`config.mk`:
```
export PLATFORM = sky130hd
export DESIGN_NAME = eth_rx_frame
export DESIGN_NICKNAME = d
export VERILOG_FILES = /design/src/rtl/eth_rx_frame.sv
export SDC_FILE = /design/constraint.sdc
export NUM_CORES = 1
export LEC_CHECK = 0
export BUFFER_PORTS_ARGS = -buffer_cell sky130_fd_sc_hd__buf_4
export CAP_MARGIN = 20
export CORE_MARGIN = 3
export CORE_UTILIZATION = 45
export CTS_CLUSTER_DIAMETER = 40
export DETAILED_ROUTE_END_ITERATION = 10
export GPL_ROUTABILITY_DRIVEN = 0
export PLACE_DENSITY = 0.69
export SYNTH_ARGS = -nofsm -noshare
export SYNTH_HDL_FRONTEND = slang
export SYNTH_SLANG_ARGS = --single-unit
```
`constraint.sdc`:
```
create_clock -name clk -period 1.9 [get_ports clk]
set_input_delay 0.38 -clock clk [delete_from_list [all_inputs] [get_ports clk]]
set_output_delay 0.38 -clock clk [all_outputs]
set_load 0.005 [all_outputs]
```
`src/rtl/eth_rx_frame.sv`:
```
// 10BASE-T Manchester receiver: line edges -> bits -> SFD hunt -> byte stream, with end-of-frame
// length/error report on loss of carrier. No backpressure: bytes are strobed as they arrive.
module eth_rx_frame #(
  parameter int OVS     = 8,
  parameter int SILENCE = 14,
  parameter int MAX_LEN = 1518,
  parameter int LEN_W   = 11
) (
  input  logic             clk,
  input  logic             resetn,
  input  logic             rxd,
  output logic [7:0]       rx_data,
  output logic             rx_valid,
  output logic             rx_sof,
  output logic             rx_eof,
  output logic [LEN_W-1:0] rx_len,
  output logic             rx_err,
  output logic             crs
);

  localparam int SC_W    = $clog2(SILENCE + 1);
  localparam int MID_MIN = 3 * OVS / 4;

  typedef enum logic [1:0] {S_IDLE, S_HUNT, S_DATA, S_END} state_t;

  state_t           state_q, state_d;
  logic [1:0]       sync_q, sync_d;
  logic             prev_q, prev_d;
  logic [SC_W-1:0]  scnt_q, scnt_d;
  logic [7:0]       sreg_q, sreg_d;
  logic [2:0]       bitcnt_q, bitcnt_d;
  logic [LEN_W-1:0] bytecnt_q, bytecnt_d;
  logic [7:0]       rx_data_q, rx_data_d;
  logic             rx_valid_q, rx_valid_d;
  logic             rx_sof_q, rx_sof_d;
  logic             rx_eof_q, rx_eof_d;
  logic [LEN_W-1:0] rx_len_q, rx_len_d;
  logic             rx_err_q, rx_err_d;
  logic             crs_q, crs_d;

  logic             edge_det, lvl, accept, lost;
  logic [7:0]       shifted;

  always_comb begin
    edge_det   = sync_q[1] ^ prev_q;
    lvl        = sync_q[1];
    accept     = edge_det && ((state_q == S_IDLE) || (scnt_q >= SC_W'(MID_MIN)));
    lost       = (scnt_q == SC_W'(SILENCE));
    shifted    = {lvl, sreg_q[7:1]};

    state_d    = state_q;
    sync_d     = {sync_q[0], rxd};
    prev_d     = sync_q[1];
    scnt_d     = accept ? '0 : (lost ? scnt_q : scnt_q + SC_W'(1));
    sreg_d     = sreg_q;
    bitcnt_d   = bitcnt_q;
    bytecnt_d  = bytecnt_q;
    rx_data_d  = rx_data_q;
    rx_valid_d = 1'b0;
    rx_sof_d   = 1'b0;
    rx_eof_d   = 1'b0;
    rx_len_d   = rx_len_q;
    rx_err_d   = rx_err_q;
    crs_d      = crs_q;

    case (state_q)
      S_IDLE: begin
        crs_d = 1'b0;
        if (edge_det) begin
          state_d = S_HUNT;
          crs_d   = 1'b1;
          sreg_d  = {lvl, 7'b0};
        end
      end
      S_HUNT: begin
        if (accept) begin
          sreg_d = shifted;
          if (shifted == 8'hD5) begin
            state_d   = S_DATA;
            bitcnt_d  = '0;
            bytecnt_d = '0;
          end
        end else if (lost) begin
          state_d = S_IDLE;
        end
      end
      S_DATA: begin
        // A received bit takes priority; its edge restarts the silence count anyway.
        if (accept) begin
          sreg_d   = shifted;
          bitcnt_d = bitcnt_q + 3'd1;
          if (bitcnt_q == 3'd7) begin
            if (bytecnt_q < LEN_W'(MAX_LEN)) begin
              rx_data_d  = shifted;
              rx_valid_d = 1'b1;
              rx_sof_d   = (bytecnt_q == '0);
            end
            if (bytecnt_q <= LEN_W'(MAX_LEN))
              bytecnt_d = bytecnt_q + LEN_W'(1);
          end
        end else if (lost) begin
          state_d = S_END;
        end
      end
      S_END: begin
        rx_eof_d = 1'b1;
        rx_len_d = (bytecnt_q > LEN_W'(MAX_LEN)) ? LEN_W'(MAX_LEN) : bytecnt_q;
        rx_err_d = (bitcnt_q != 3'd0) || (bytecnt_q > LEN_W'(MAX_LEN));
        state_d  = S_IDLE;
      end
      default: state_d = S_IDLE;
    endcase
  end

  // Synchronizer resets to the idle line level so reset release does not fake a carrier edge.
  always_ff @(posedge clk or negedge resetn) begin
    if (!resetn) begin
      state_q    <= S_IDLE;
      sync_q     <= 2'b11;
      prev_q     <= 1'b1;
      scnt_q     <= '0;
      sreg_q     <= '0;
      bitcnt_q   <= '0;
      bytecnt_q  <= '0;
      rx_data_q  <= '0;
      rx_valid_q <= 1'b0;
      rx_sof_q   <= 1'b0;
      rx_eof_q   <= 1'b0;
      rx_len_q   <= '0;
      rx_err_q   <= 1'b0;
      crs_q      <= 1'b0;
    end else begin
      state_q    <= state_d;
      sync_q     <= sync_d;
      prev_q     <= prev_d;
      scnt_q     <= scnt_d;
      sreg_q     <= sreg_d;
      bitcnt_q   <= bitcnt_d;
      bytecnt_q  <= bytecnt_d;
      rx_data_q  <= rx_data_d;
      rx_valid_q <= rx_valid_d;
      rx_sof_q   <= rx_sof_d;
      rx_eof_q   <= rx_eof_d;
      rx_len_q   <= rx_len_d;
      rx_err_q   <= rx_err_d;
      crs_q      <= crs_d;
    end
  end

  assign rx_data  = rx_data_q;
  assign rx_valid = rx_valid_q;
  assign rx_sof   = rx_sof_q;
  assign rx_eof   = rx_eof_q;
  assign rx_len   = rx_len_q;
  assign rx_err   = rx_err_q;
  assign crs      = crs_q;

endmodule
```
# ---- Yosys cells after proc, flatten, opt, wreduce, memory -nomap -nowiden
# Cells that the tools add are included.
dict set report classes {
  addsub 3
  n_lt_le_gt_ge 4
  eq_ne 18
  mux 33
  bitwise 1
  reduce_logical 14
}
# cell count
set ops {}
lappend ops {{two-way mux 11 bit} 6}
lappend ops {{one-hot mux 11 bit (2 select lines)} 1}
lappend ops {{!= test 2 bit (second input constant)} 9}
lappend ops {{two-way mux 8 bit} 2}
lappend ops {{one-hot mux 8 bit (2 select lines)} 1}
lappend ops {{two-way mux 2 bit} 6}
lappend ops {{adder 11 x 1 -> 11 bit (second input constant)} 1}
lappend ops {{> comparator 11 bit (second input constant)} 1}
lappend ops {{<= comparator 11 bit (second input constant)} 1}
lappend ops {{logical NOT 11 bit} 1}
lappend ops {{< comparator 11 bit (second input constant)} 1}
lappend ops {{two-way mux 1 bit} 10}
lappend ops {{two-way mux 3 bit} 3}
lappend ops {{equality test 8 bit (second input constant)} 1}
lappend ops {{two-way mux 4 bit} 2}
lappend ops {{one-hot mux 2 bit (4 select lines)} 1}
lappend ops {{AND reduction 4 bit} 2}
lappend ops {{!= test 3 bit (second input constant)} 2}
lappend ops {{one-hot mux 3 bit (2 select lines)} 1}
lappend ops {{AND reduction 6 bit} 1}
lappend ops {{AND reduction 5 bit} 1}
lappend ops {{adder 4 x 1 -> 4 bit (second input constant)} 1}
lappend ops {{equality test 2 bit (second input constant)} 2}
lappend ops {{equality test 4 bit (second input constant)} 1}
lappend ops {{13 further kinds} 15}
dict set report word_totals {
  register_bits 55
  input_bits 3
  out_inout_bits 24
  wordCells 87
}

# ---- Depth between registers and ports, before layout
# Gate-level depths: netlist of run 1.
dict set report depth {
  depth_word 5
  depth_mapped 9
  mapped_depth_nobuf 7
}

# ---- Least setup slack after synthesis of run 1
# Ideal clock, no wire load.
dict set report synth_path {
  kind {flip-flop to flip-flop}
  start {reg scnt_q[0]}
  end {reg bytecnt_q[4]}
  setup_ns 0.069
  t_arrival_ns 1.902
  required_time_ns 1.831
  slack_ns -0.071
  path_stages_with_launch 9
  n_path_buf 1
  period_less_slack_ns 1.971
  path_cell_list {dfrtp_1 > inv_1 > ha_1 > o21ai_0 > a211o_1 > a21o_1 > buf_6 > or4_1 > nand3_1}
}
dict set report synth_via {
  elab_chain_len 5
  word_cells_on_any_way 6
  classes_between {order compare: 1; eq/ne: 2; reduce/logical: 3}
}
# element line
set synth_lines {}
lappend synth_lines {{start: declaration} 29} ;# logic [SC_W-1:0] scnt_q, scnt_d;
lappend synth_lines {{start signal: assignment} 136} ;# scnt_q <= scnt_d;
lappend synth_lines {{greater-or-equal comparator 4 x 3 -> 1 bit (*)} 47} ;# accept = edge_det && ((state_q == S_IDLE) || (scnt_q >= SC_W'(MID_MIN)));
lappend synth_lines {{logical OR 1 bit (*)} 47}
lappend synth_lines {{logical AND 1 bit (*)} 47}
lappend synth_lines {{!= test 2 bit (no line)} --}
lappend synth_lines {{AND reduction 6 bit (no line) (*)} --}
lappend synth_lines {{end signal: assignment} 139} ;# bytecnt_q <= bytecnt_d;
lappend synth_lines {{end: declaration} 32} ;# logic [LEN_W-1:0] bytecnt_q, bytecnt_d;
# Every way passes the cells marked *; elsewhere a longest branch is shown, timed or not.
# A chain may end at the register's enable or synchronous reset.

==> results of run 1 <==
[Yosys cell counts (2+ instances only)]
| library cell | number | share of area, % |
|---|---|---|
| and3_1 | 4 | 0.96 |
| nor2_1 | 15 | 2.2 |
| mux2_2 | 10 | 4.3 |
| a221o_1 | 2 | 0.77 |
| buf_2 | 4 | 0.77 |
| a22o_1 | 2 | 0.67 |
| dfstp_2 | 3 | 3.0 |
| nor4_1 | 2 | 0.48 |
| xnor2_1 | 2 | 0.67 |
| a211o_1 | 2 | 0.67 |
| nand4_1 | 4 | 0.96 |
| and4_1 | 2 | 0.67 |
| ha_1 | 13 | 6.2 |
| nand2b_1 | 2 | 0.48 |
| nand2_1 | 16 | 2.3 |
| nand3_1 | 9 | 1.7 |
| a21oi_1 | 12 | 2.3 |
| o22a_1 | 6 | 2.0 |
| a31oi_1 | 2 | 0.48 |
| a32o_1 | 6 | 2.3 |
| a21o_1 | 2 | 0.58 |
| o311a_1 | 2 | 0.77 |
| or2_2 | 2 | 0.48 |
| o31ai_1 | 3 | 0.86 |
| inv_1 | 12 | 1.7 |
| o211ai_1 | 3 | 0.86 |
| nor3_1 | 6 | 1.2 |
| clkbuf_1 | 6 | 0.86 |
| o21ai_0 | 7 | 1.3 |
| dfrtp_1 | 51 | 49 |
| o21ai_1 | 2 | 0.38 |
| and4b_1 | 2 | 0.77 |
[how the worst min path moves through the flow]
stage	endpoint	cells past startpoint	slack [ns]
2_1_floorplan	asynchronous set/reset pin	0	0.08
3_3_place_gp	sync_q[1]	0	0.35
3_5_place_dp	sync_q[1]	0	0.35
4_1_cts	bytecnt_q[6]	1	0.12
5_1_grt	bytecnt_q[6]	1	0.15
6_report	bytecnt_q[6]	1	0.09
[kinds of logic (layout without fill, tap and decap cells)]
kind of cell	count (synthesis)	in the layout	share of synthesized area, %
buffers and inverters	23	82	3.79
adders and majority gates	13	13	6.23
muxes	11	11	4.70
DFF	54	54	51.9
AOI/OAI and AO/OA	61	61	17.8
and+or+nand+nor	72	72	14.5
xor gates and xnor gates	3	3	1.01
[power by group through the flow]
stage | logic (mW) | clock network (mW) | registers, mW
floorplan | 0.776 | 0 | 1.57
global placement | 1.19 | 0 | 1.59
detailed placement | 1.23 | 0 | 1.60
CTS | 1.24 | 0.715 | 1.57
global route | 1.46 | 0.753 | 1.63
finish | 1.32 | 0.695 | 1.59
[metrics by stage]
step	utilization, %	power (mW)	cell area, µm²	setup slack (ns)	setup TNS (ns)
after CTS	57.2	3.53	3190	0.00351	0
after global routing	59.6	3.84	3320	-0.0473	-0.340
after global placement	55.2	2.77	3070	0.0544	0
final	59.6	3.60	3320	0.0501	0
after detailed placement	55.2	2.83	3070	-0.00538	-0.00538
after floorplan	-	2.35	2640	0.00808	0
[timing repair]
item	in CTS	in global routing
setup buffers	1	8
resized for setup	2	17
hold endpoints to repair	0	0
endpoints found under the setup margin	8	23
pin swaps	0	10
[worst max-delay path, cell delays in order, from the launching register on]
cell and delay (ns):
dfrtp_1 0.42, inv_2 0.12, ha_4 0.15, nor2_2 0.05, a211o_1 0.29, a21o_1 0.19, or3_1 0.36, o31ai_1 0.19
[registers in the layout (all words and copies together), names as in the netlist, named ones only]
signal and flops:
rx_eof 1, rx_sof 1, state_q 1, rx_len 11, bytecnt_q 11, bitcnt_q 3, prev_q 1, sreg_q 7
crs 1, sync_q 2, rx_err 1, rx_data 8, rx_valid 1, scnt_q 4
[layer usage]
metal	part of all wire, %	vias up	wire [µm]	global-route usage, %
met5	0	-	0	0
met4	1.4	0	78	5.98
met3	4.5	10	256	3.80
met2	47	56	2720	28.8
met1	47	1017	2680	25.0
li1	-	995	-	-
[final cells by class]
type / instances / area (µm²) / area share (%)
sequential: 54 / 1360 / 40.9
clock buffer: 6 / 82.6 / 2.49
multi-input combinational: 160 / 1250 / 37.7
clock inverter: 2 / 16.3 / 0.490
tap: 72 / 90.1 / 2.71
inverter: 12 / 47.5 / 1.43
timing repair buffer: 62 / 473 / 14.2
==> results.cfg, run 1 <==
[synthesis]
synth_cell_types = 53
ys_ff_latch = 54
synth_edf_count = 0
syn_area_um2 = 2610
ys_seq_area_share_pct = 51.9
synth_flop_cell = dfrtp_1
synthArstFlopShare_pct = 100
syn_inst = 237
synth_fp_nets = 253
synth.avg_cell_area_um2 = 11.0
synth-warning-count = 0

[die]
num_rows = 27
start_util_pct = 46.8
ios = 27
dieHeight_um = 82.2
die_w_um = 82.2
coreArea_um2 = 5570
die-area_um2 = 6750

[run]
drv_cap = 0

[global_route]
grt_pass1_wl_um = 9380
grt_use_total_pct = 18.2
grt_overflow_total = 0
antenna_found_initial = 0
grt_pass1_vias = 1910
grt_max_degree = 55

[cts]
cts_buffers = 5
clockRootBuffer = clkbuf_8
clkTransAtPathRegs_ns = 0.10
clock_path_buffers = 2
tritoncts = done
cts_max_level = 2
hold_buffers = 0
clock_latency_ns = 0.31
numClockSinks = 54

[final_layout]
nFillCells = 488
layout_commonest_cell = buf_4
most-common-layout-cells = buf_4, dfrtp_1, nand2_1
diodes = 0
final_cells = 368
drive_gt1_share_pct = 36.8
finalNetCount = 311
area_growth_pct = 27.3

[drt]
postRouteAntennaNets = 0
drt_iter0_markers = 154
firstDrtPassIters = 6
wl_per_cell_um = 15.6
drt_wl_total_um = 5730
dr_total_vias = 2078
vias_per_cell = 5.65
drc = 0

[sta]
fin_skew_ns = 0.00707
tightest_slew_ns = 0.666
setup_viol = 0
layout_min_cycle_time_ns = 1.85
drv_slew = 0
min_period_over_period_pct = 97.4
max_freq_ghz = 0.541
slew-limit-headroom_pct = 55.6
whs_ns = 0.0919
rsz0062_at_grt = true
hold_violations = 0

[setup_path]
critical_path_class = flip-flop to flip-flop
endpoint_kind = flip-flop
reg2reg_slack_ns = 0.05
reg2regPathDepth = 7
start_kind = flip-flop
path_max_fanout = 4
crit_end = bytecnt_q[9]
cp.arrival_ns = 2.08
crit_required_ns = 2.13
reg2reg_to = bytecnt_q[9]

[power]
cellPowerDensity_nw_per_um2 = 1080
leakagePower_nw = 1.53
swShare_pct = 34.3
clock_power_share_pct = 19.3
combinationalPowerShare_pct = 36.5
power_switching_mw = 1.24
vdd_drop_max_mv = 0.546
power.internal_mw = 2.37
seqPwrFrac_pct = 44.2

[placed_design]
port_buffers = 26
place_inst = 351
dp_hpwl_um = 3950

[run_status]
status = complete, no violations

[worst_hold_path]
hold_path.class = input pin to asynchronous set/reset pin
Note: power is estimated with default switching activity, not from simulation.
==> run 2: changes to the inputs <==
==> constraint.sdc (replaced) <==
create_clock -name clk -period 1.9 [get_ports clk]
set_input_delay 0.19 -clock clk [delete_from_list [all_inputs] [get_ports clk]]
set_output_delay 0.19 -clock clk [all_outputs]
set_load 0.005 [all_outputs]
==> results.cfg, run 2 (synthesis gave the netlist of run 1 again) <==
[run_status]
status = complete, no violations

[power]
swShare_pct = 34.3
leakagePower_nw = 1.54
combinationalPowerShare_pct = 36.6
clock_power_share_pct = 19.2
power_switching_mw = 1.24
cellPowerDensity_nw_per_um2 = 1080
seqPwrFrac_pct = 44.1
vdd_drop_max_mv = 0.547
power.internal_mw = 2.37

[drt]
postRouteAntennaNets = 0
wl_met2_um = 2750
drt_wl_total_um = 5710
drt_iter0_markers = 140
wl_met1_um = 2640
wl_per_cell_um = 15.4
firstDrtPassIters = 4
drc = 0
wl_met3_um = 260
dr_total_vias = 2077
top_layer_used = met4
vias_per_cell = 5.61

[setup_path]
endpoint_kind = flip-flop
path_delay_family = compound AO/OA/AOI/OAI gates
critical_path_class = flip-flop to flip-flop
crit_required_ns = 2.10
cp_slowest_cell = dfrtp_1
critPathMaxStageDelay_ns = 0.42
path_buf_inv = 2
path_max_fanout = 10
crit_chain = inv_2, ha_4, nor2_2, a211o_1, a21o_1, buf_4, a221o_1
start_kind = flip-flop
cp.arrival_ns = 2.06

[cts]
cts_buffers = 5
tritoncts = done
cts_max_level = 2
clkTransAtPathRegs_ns = 0.10
clock_path_buffers = 2
clockRootBuffer = clkbuf_8
clock_latency_ns = 0.31
numClockSinks = 54

[sta]
min_period_over_period_pct = 97.5
layout_min_cycle_time_ns = 1.85
fin_ws_ns = 0.0479
rsz0062_at_grt = true
fin_skew_ns = 0.00782
hold_violations = 0
setup_viol = 0
drv_slew = 0
slew-limit-headroom_pct = 55.5
tightest_slew_ns = 0.668
max_freq_ghz = 0.540

[placed_design]
pre_cts_ws_ns = -0.00538
port_buffers = 26
dp_hpwl_um = 3950
placed_area_um2 = 3070

[global_route]
grt_pass1_vias = 1916
antenna_found_initial = 0
grt_max_degree = 55
grt_use_total_pct = 18.2
grt_pass1_wl_um = 9390
grt_overflow_total = 0

[final_layout]
finalNetCount = 313
layout_commonest_cell = buf_4
area_growth_pct = 28.0
drive_gt1_share_pct = 36.6
diodes = 0
most-common-layout-cells = buf_4, dfrtp_1, nand2_1
finalInstanceArea_um2 = 3340

[die]
ios = 27
dieHeight_um = 82.2
num_rows = 27
die_w_um = 82.2
coreArea_um2 = 5570
start_util_pct = 46.8
die-area_um2 = 6750

[worst_hold_path]
hold_path.class = flip-flop to flip-flop
hp-start = sync_q[0]

[run]
drv_cap = 0
run 2: worst register-to-register path: stages, from the launching register on:
cell and delay [ns]:
dfrtp_1 0.42, inv_2 0.12, ha_4 0.15, nor2_2 0.05, a211o_1 0.29, a21o_1 0.19, buf_4 0.18, a221o_1 0.34
run 2: timing repair:
| item | in CTS | in global routing |
|---|---|---|
| setup buffers | 1 | 8 |
| gates cloned | 0 | 0 |
| hold endpoints to repair | 52 | 0 |
| pin swaps | 0 | 10 |
| endpoints found under the setup margin | 8 | 23 |
| resized for setup | 2 | 17 |
| hold buffers | 2 | 0 |
run 2: per-stage QoR:
step	utilization, %	std cells	power, mW	hold slack (ns)	TNS, ns
CTS	57.6	362	3.53	0.362	0
floorplan	-	237	2.35	-0.106	0
global route	60.0	370	3.84	0.367	-0.340
detailed placement	55.2	351	2.83	0.278	-0.00538
finish	60.0	370	3.61	0.361	0
global placement	55.2	351	2.77	0.272	0
run 2: routing by layer:
metal / global-route usage, % / vias up
met1: 25.0 / 1027
li1: - / 998
met5: 0 / -
met4: 5.98 / 0
met2: 28.8 / 44
met3: 3.80 / 8
run 2: worst paths after layout:
path	end	slack [ns]	cells after the start
min reg2reg	sync_q[1]	0.36	0
max	bytecnt_q[7]	0.05	7
max in group asynchronous	scnt_q[1]	0.97	2
min in group asynchronous	bytecnt_q[6]	0.45	2
max reg2reg	bytecnt_q[7]	0.05	7
min	sync_q[1]	0.36	0
run 2: area by class of cell:
class                      instances  area, µm²
sequential                        54       1360
clock buffer                       6       82.6
clock inverter                     2       16.3
fill                             486       2230
timing repair buffer              64        493
inverter                          12       47.5
multi-input combinational        160       1250
tap                               72       90.1
run 2: power by group through the flow:
stage               clock network (mW)  registers, mW  logic, mW
CTS                              0.715           1.57       1.25
finish                           0.694           1.59       1.32
global placement                     0           1.59       1.19
floorplan                            0           1.57      0.776
global route                     0.753           1.63       1.47
detailed placement                   0           1.60       1.23
==> run 3: changes to the inputs <==
--- a/config.mk
+++ b/config.mk
@@ -7,12 +7,16 @@
 export LEC_CHECK = 0
 export BUFFER_PORTS_ARGS = -buffer_cell sky130_fd_sc_hd__buf_4
 export CAP_MARGIN = 20
+export CELL_PAD_IN_SITES_DETAIL_PLACEMENT = 2
+export CELL_PAD_IN_SITES_GLOBAL_PLACEMENT = 2
+export CORE_ASPECT_RATIO = 0.7
 export CORE_MARGIN = 3
-export CORE_UTILIZATION = 45
+export CORE_UTILIZATION = 35
 export CTS_CLUSTER_DIAMETER = 40
 export DETAILED_ROUTE_END_ITERATION = 10
 export GPL_ROUTABILITY_DRIVEN = 0
-export PLACE_DENSITY = 0.69
+export PLACE_DENSITY = 0.78
+export REMOVE_ABC_BUFFERS = 1
 export SYNTH_ARGS = -nofsm -noshare
 export SYNTH_HDL_FRONTEND = slang
 export SYNTH_SLANG_ARGS = --single-unit
==> results.cfg, run 3 (synthesis gave the netlist of run 1 again) <==
[run_status]
status = complete, but fails checks
violations = negative setup slack

[die]
num_rows = 25
ios = 27
die_w_um = 109
start_util_pct = 37.4
coreArea_um2 = 6980
dieHeight_um = 78.3
die-area_um2 = 8550

[run]
drv_cap = 0

[drt]
firstDrtPassIters = 4
drt_iter0_markers = 136
postRouteAntennaNets = 0
wl_per_cell_um = 25.6
drt_wl_total_um = 10800
vias_per_cell = 5.75
drc = 0
dr_total_vias = 2414

[cts]
numClockSinks = 54
cts_max_level = 2
clockRootBuffer = clkbuf_8
clock_latency_ns = 0.33
clkTransAtPathRegs_ns = 0.12
clock_path_buffers = 2
cts_buffers = 5
tritoncts = done

[setup_path]
endpoint_kind = flip-flop
crit_required_ns = 2.15
cp.arrival_ns = 2.39
reg2regPathDepth = 6
critical_path_class = flip-flop to flip-flop
reg2reg_to = bytecnt_q[9]
path_max_fanout = 3
reg2reg_slack_ns = -0.24
r2r-start = bytecnt_q[2]
start_kind = flip-flop
crit_end = bytecnt_q[9]
timing.critical_path.from = bytecnt_q[2]

[final_layout]
diodes = 0
drive_gt1_share_pct = 47.2
finalInstanceArea_um2 = 3750
final_cells = 420
most-common-layout-cells = buf_4, dfrtp_1, nor2_1, nand2_1, mux2_2
fin_util_pct = 53.8
area_growth_pct = 43.7
layout_commonest_cell = buf_4
finalNetCount = 341
nFillCells = 695
regArea_um2 = 1360
multi_input_area_um2 = 1370

[power]
combinationalPowerShare_pct = 45.0
leakagePower_nw = 1.75
swShare_pct = 39.2
cellPowerDensity_nw_per_um2 = 1120
seqPwrFrac_pct = 37.5
vdd_drop_max_mv = 0.430
power.internal_mw = 2.56
finalPower_mw = 4.21
clock_power_share_pct = 17.5
power_switching_mw = 1.65

[sta]
hold_violations = 0
max_freq_ghz = 0.468
setup_viol = 16
layout_min_cycle_time_ns = 2.14
tightest_slew_ns = 0.692
fin_setup_tns_ns = -2.14
min_period_over_period_pct = 112
slew-limit-headroom_pct = 53.9
fin_ws_ns = -0.237
fin_skew_ns = 0.0107
rsz0062_at_grt = true
drv_slew = 0

[global_route]
antenna_found_initial = 0
grt_max_degree = 55
grt_use_total_pct = 25.6
grt_pass1_vias = 2760
grt_pass1_wl_um = 16600
grt_overflow_total = 0

[worst_hold_path]
hold_path.class = flip-flop to flip-flop

[placed_design]
place_inst = 401
port_buffers = 26
dp_hpwl_um = 6040
placed_area_um2 = 3290
==> run 3: cell count changes in the layout (fill, tap and decap cells not counted), moves of 4 or more <==
cell and delta:
nand3_2 +5, a21oi_1 -4, buf_4 +20, nand3_1 -5
a21oi_2 +4, buf_6 +4
==> run 3: what timing repair did <==
action,CTS,global route
pin swaps,15,13
hold buffers,2,0
cloned,0,0
buffers inserted,6,3
hold endpoints to repair,52,0
setup endpoints to repair,26,39
resized for setup,38,24
==> run 3: stage by stage <==
step	setup WS, ns	hold WS [ns]
finish	-0.237	0.374
global route	-0.321	0.378
CTS	-0.172	0.372
detailed placement	-0.353	0.293
global placement	-0.148	0.280
floorplan	-0.232	-0.106
==> run 3: critical path, stage by stage, from the launching register on <==
cell and delay (ns):
dfrtp_1 0.46, a31oi_4 0.29, o311ai_2 0.21, buf_4 0.18, or2_2 0.35, or3_1 0.39
o31ai_2 0.19
==> run 3: how the worst min path moves through the flow <==
stage / startpoint / end / slack (ns) / cells past startpoint
3_3_place_gp: resetn / sreg_q[5] / 0.28 / 1
5_1_grt: sync_q[0] / sync_q[1] / 0.38 / 0
4_1_cts: sync_q[0] / sync_q[1] / 0.37 / 0
3_5_place_dp: resetn / sreg_q[4] / 0.29 / 1
6_report: sync_q[0] / sync_q[1] / 0.37 / 0
2_1_floorplan: resetn / asynchronous set/reset pin / -0.11 / 0
==> run 3: final cells by class <==
class | instances | area share [%]
well taps | 94 | 3.14
inverters | 12 | 1.20
clock inverters | 3 | 0.767
repair buffers | 92 | 20.4
multi-input cells | 160 | 36.6
flip-flops and latches | 54 | 36.1
clock buffers | 5 | 1.84
==> run 3: power groups by stage <==
stage	registers, mW	clock network [mW]	logic, mW
2_1_floorplan	1.56	0	0.686
3_5_place_dp	1.58	0	1.56
5_1_grt	1.61	0.805	2.05
6_report	1.58	0.735	1.89
3_3_place_gp	1.55	0	1.46
4_1_cts	1.56	0.738	1.72
==> run 3: per-layer routing <==
layer / GRT usage (%) / routed length (µm) / vias to the layer above / part of all wire, %
met5: 0 / 0 / - / 0
met4: 5.60 / 193 / 0 / 1.8
met3: 3.20 / 303 / 17 / 2.8
met2: 42.5 / 5340 / 53 / 50
met1: 36.0 / 4920 / 1293 / 46
li1: - / - / 1051 / -
